**src/rtl/serial_operand_serializer.sv**
```systemverilog
// Parallel-to-serial operand front end for the bit-serial adder; shifts op_a/op_b out LSB-first
// with first/last frame markers. 1 cycle from accept to first bit; ser_en low freezes the stream.
// Optional macro SERIALIZER_PREFETCH_EN adds a one-entry hold buffer for bubble-free back-to-back frames.
module serial_operand_serializer #(
    parameter int WIDTH = 8
) (
    input  logic             clk,
    input  logic             reset,
    input  logic             in_valid,
    output logic             in_ready,
    input  logic [WIDTH-1:0] op_a,
    input  logic [WIDTH-1:0] op_b,
    input  logic             ser_en,
    output logic             a_bit,
    output logic             b_bit,
    output logic             bit_valid,
    output logic             first_bit,
    output logic             last_bit,
    output logic             busy
);

    localparam int CW = (WIDTH > 1) ? $clog2(WIDTH) : 1;
    localparam logic [CW-1:0] LAST = CW'(WIDTH - 1);

    typedef enum logic {
        IDLE,
        SHIFT
    } state_t;

    state_t           state;
    state_t           state_nxt;
    logic [WIDTH-1:0] sh_a;
    logic [WIDTH-1:0] sh_b;
    logic [CW-1:0]    cnt;
    logic             transfer;
    logic             frame_end;
    logic             load_op;
    logic             do_shift;

`ifdef SERIALIZER_PREFETCH_EN
    logic [WIDTH-1:0] hold_a;
    logic [WIDTH-1:0] hold_b;
    logic             hold_valid;
    logic             hold_wr;
    logic             hold_clr;
    logic             load_hold;
`endif

    always_comb begin
        state_nxt = state;
        load_op   = 1'b0;
        do_shift  = 1'b0;
        a_bit     = 1'b0;
        b_bit     = 1'b0;
        bit_valid = 1'b0;
        first_bit = 1'b0;
        last_bit  = 1'b0;
        busy      = 1'b0;
`ifdef SERIALIZER_PREFETCH_EN
        hold_wr   = 1'b0;
        hold_clr  = 1'b0;
        load_hold = 1'b0;
        in_ready  = !reset && !hold_valid;
`else
        in_ready  = !reset && (state == IDLE);
`endif
        transfer  = in_valid && in_ready;
        frame_end = (state == SHIFT) && ser_en && (cnt == LAST);

        case (state)
            IDLE: begin
                if (transfer) begin
                    load_op   = 1'b1;
                    state_nxt = SHIFT;
                end
            end
            SHIFT: begin
                a_bit     = sh_a[0];
                b_bit     = sh_b[0];
                busy      = 1'b1;
                bit_valid = ser_en;
                first_bit = ser_en && (cnt == '0);
                last_bit  = frame_end;
                if (frame_end) begin
`ifdef SERIALIZER_PREFETCH_EN
                    // Held pair wins; otherwise a same-cycle transfer bypasses the hold buffer.
                    if (hold_valid) begin
                        load_hold = 1'b1;
                        hold_clr  = 1'b1;
                    end else if (transfer) begin
                        load_op = 1'b1;
                    end else begin
                        state_nxt = IDLE;
                    end
`else
                    state_nxt = IDLE;
`endif
                end else if (ser_en) begin
                    do_shift = 1'b1;
                end
`ifdef SERIALIZER_PREFETCH_EN
                hold_wr = transfer && !frame_end;
`endif
            end
            default: state_nxt = IDLE;
        endcase
    end

    always_ff @(posedge clk) begin
        if (reset) begin
            state <= IDLE;
        end else begin
            state <= state_nxt;
        end
    end

    always_ff @(posedge clk) begin
        if (reset) begin
            sh_a <= '0;
            sh_b <= '0;
            cnt  <= '0;
        end else if (load_op) begin
            sh_a <= op_a;
            sh_b <= op_b;
            cnt  <= '0;
`ifdef SERIALIZER_PREFETCH_EN
        end else if (load_hold) begin
            sh_a <= hold_a;
            sh_b <= hold_b;
            cnt  <= '0;
`endif
        end else if (do_shift) begin
            sh_a <= sh_a >> 1;
            sh_b <= sh_b >> 1;
            cnt  <= cnt + 1'b1;
        end
    end

`ifdef SERIALIZER_PREFETCH_EN
    always_ff @(posedge clk) begin
        if (reset) begin
            hold_a     <= '0;
            hold_b     <= '0;
            hold_valid <= 1'b0;
        end else if (hold_wr) begin
            hold_a     <= op_a;
            hold_b     <= op_b;
            hold_valid <= 1'b1;
        end else if (hold_clr) begin
            hold_valid <= 1'b0;
        end
    end
`endif

endmodule

```
**config.mk**
```make
export PLATFORM = sky130hd
export DESIGN_NAME = serial_operand_serializer
export DESIGN_NICKNAME = d
export VERILOG_FILES = /design/src/rtl/serial_operand_serializer.sv
export SDC_FILE = /design/constraint.sdc
export NUM_CORES = 1
export LEC_CHECK = 0
export ABC_AREA = 1
export BUFFER_PORTS_ARGS = -buffer_cell sky130_fd_sc_hd__buf_2
export CORE_MARGIN = 2
export CORE_UTILIZATION = 51
export DETAILED_ROUTE_END_ITERATION = 10
export GPL_TIMING_DRIVEN = 1
export PLACE_DENSITY_LB_ADDON = 0.12
export SYNTH_ARGS = -nofsm -noshare
export SYNTH_HDL_FRONTEND = slang
export SYNTH_SLANG_ARGS = --single-unit
```
**constraint.sdc**
```tcl
create_clock -name clk -period 1.7 [get_ports clk]
set_input_delay 0 -clock clk [delete_from_list [all_inputs] [get_ports clk]]
set_output_delay 0 -clock clk [all_outputs]
set_load 0.01 [all_outputs]
```
==> qor.yml <==
synth:
  synthAdderAreaFrac_pct: 3.46
  syn_area_um2: 1080
  synthCells: 153
  synth-seq-area-share_pct: 36.9
  synthMuxAreaShare_pct: 0
  synth_area_leader_cell: "dfxtp_1"
  synth_seq_cells: 20
  yosysUniqueCellTypes: 19
  synth_top_area_share_pct: 36.9
  synth.avg_cell_area_um2: 7.09
  synth_xor_area_share_pct: 0
  synth_compound_area_share_pct: 6.69
  yosysWarnings: 0
  syn_nets: 176
  synthSimpleGateAreaFrac_pct: 36.9
  synth_top_family_by_area: "simple AND/OR/NAND/NOR gates"
  synth_area_leaders: "dfxtp_1, nand3_1, nand2_1"
clock_network:
  cts_made_buffers: 3
  htreeDepth: 1
  insertion_delay_ps: 300
  cts_tree: "done"
  cts_buffer_depth: 2
  cts_root_buf: "clkbuf_4"
  cts.sinks: 20
  path_clk_slew_ps: 110
  cts_setup_buffers: 0
global_routing:
  overflow: 0
  grt_max_degree: 21
  grt_usage_pct: 21.3
  grt_pass1_wl_um: 4240
  grt_pass1_vias: 1018
  antenna_found_initial: 0
critical_path:
  reg2reg_from: "cnt[0]$_SDFFE_PP0P_"
  endpoint_kind: "register"
  cp.required_ps: 1910
  crit_path_start_kind: "register"
  crit_type: "reg2reg"
  worstPathArrival_ps: 1740
  rrSetupSlack_ps: 170
  startpoint: "cnt[0]$_SDFFE_PP0P_"
  path_max_fanout: 8
timing:
  fin_skew_ps: 4.44
  fin_ws_ps: 174
  rsz0062_at_grt: "false"
  holdWs_ps: 19.7
  hold_violations: 0
  drv_slew: 0
  fin_setup_tns_ps: 0
  worst_slew_margin_rel_pct: 74.6
  fmax_ghz: 0.655
  worst_pin_slew_ps: 379
  period_needed_ps: 1530
  finalSetupViolCount: 0
  period_share_pct: 89.7
detailed_routing:
  post_drt_wl_per_cell_um: 11.2
  antenna_left: 0
  viasPerCell: 5.10
  drt_wl_total_um: 2340
  drtIter0Drc: 18
  vias: 1065
  drc_errors: 0
  dr.pass1.iters: 4
finish:
  utilization_pct: 64.1
  drive_gt1_share_pct: 24.2
  layout.nets: 206
  stdcell_count: 209
  diodes: 0
  area_delta_synth_final_pct: 17.1
  final_area_um2: 1270
placement:
  gp_congestion: 0.846
  dpl_cell_area_um2: 1210
  hpwl_um: 1720
  place_inst: 203
  io_buffer_count: 26
  pre_cts_ws_ps: 172
pwr:
  p_leak_nw: 0.647
  powerDensity_nw_per_um2: 765
  total_power_mw: 0.972
  vdd_drop_max_v: 0.000421
floorplan:
  num_io_pins: 27
  dieArea_um2: 2510
  die_w_um: 50.1
  fp.dieH_um: 50.1
  row_count: 16
  coreArea_um2: 1980
  start_util_pct: 54.7
run_status:
  status: "finished, final reports clean"
job:
  maxCapViolCount: 0
hold_path:
  hp-start: "op_b[3]"
  hp-class: "in2reg"
-- final cells by class --
cell class	count	area, um^2
Timing Repair Buffer	34	195
Clock buffer	4	36.3
Fill cell	192	712
Sequential cell	20	400
Inverter	24	93.8
Multi-Input combinational cell	100	510
Tap cell	27	33.8
-- path summary, 6_finish.rpt --
check,endpoint,depth (start not counted)
worst min register to register,sh_b[7]$_SDFFE_PP0P_,2
worst max register to register,sh_a[2]$_SDFFE_PP0P_,9
worst min-delay path,sh_b[3]$_SDFFE_PP0P_,5
worst max-delay path,sh_a[2]$_SDFFE_PP0P_,9
-- cells in the mapped netlist --
library cell  count
a21oi_1          10
a21oi_2           2
buf_2             1
buf_4             3
buf_6             5
clkinv_1          2
dfxtp_1          20
ha_1              3
inv_1            20
inv_2             2
nand2_1          34
nand2_2           1
nand3_1          35
nand3_2           1
nand3b_1          2
nand4_1           7
nor2_1            3
nor2_4            1
o21ai_0           1
-- layer usage --
layer  wire [um]  up-vias  global-route usage, %
met5           0        -                      0
met4           0        0                   5.56
met3         103        0                   2.73
met2        1160       32                   38.4
met1        1090      480                   26.3
li1            -      553                      -
-- what timing repair did --
item | in CTS | in global routing
hold buffers | 2 | 0
endpoints found under the hold margin | 2 | 0
endpoints found under the setup margin | 0 | 3
gates resized for setup | 0 | 1
-- report_power, final --
part / switching (mW) / internal (mW)
clock network: 0.146 / 0.131
logic: 0.107 / 0.0750
registers: 0.0183 / 0.495
total: 0.271 / 0.701
-- cells in the final DEF (no fill, tap or decap), types with 2 or more instances in the layout --
cell type / n
buf_4: 6
clkbuf_4: 3
a21oi_1: 10
nand4_1: 7
inv_1: 20
nand2_1: 34
nand3_1: 35
a21oi_2: 2
dfxtp_1: 20
ha_1: 3
nor2_1: 3
buf_2: 26
dlygate4sd3_1: 2
nand3b_1: 2
inv_2: 2
-- flip-flops by register name, summed over array words and instances (netlist names) --
name / count
sh_a: 8
sh_b: 8
cnt: 3
state: 1
-- critical path: stages (launching register included) --
cell,delay [ps]
dfxtp_1,340
ha_1,200
ha_1,180
inv_2,60
nand3_2,160
buf_4,220
nand3_1,80
nand3_1,80
nand2_1,60
inv_1,40
-- cell families (layout without fill, tap and decap cells) --
group                      after synthesis  after routing
buffers and inverters                   33             62
and+or+nand+nor                         84             84
adders and majority gates                3              3
AOI/OAI and AO/OA                       13             13
DFF                                     20             20
Note: power is estimated with default switching activity, not from simulation.
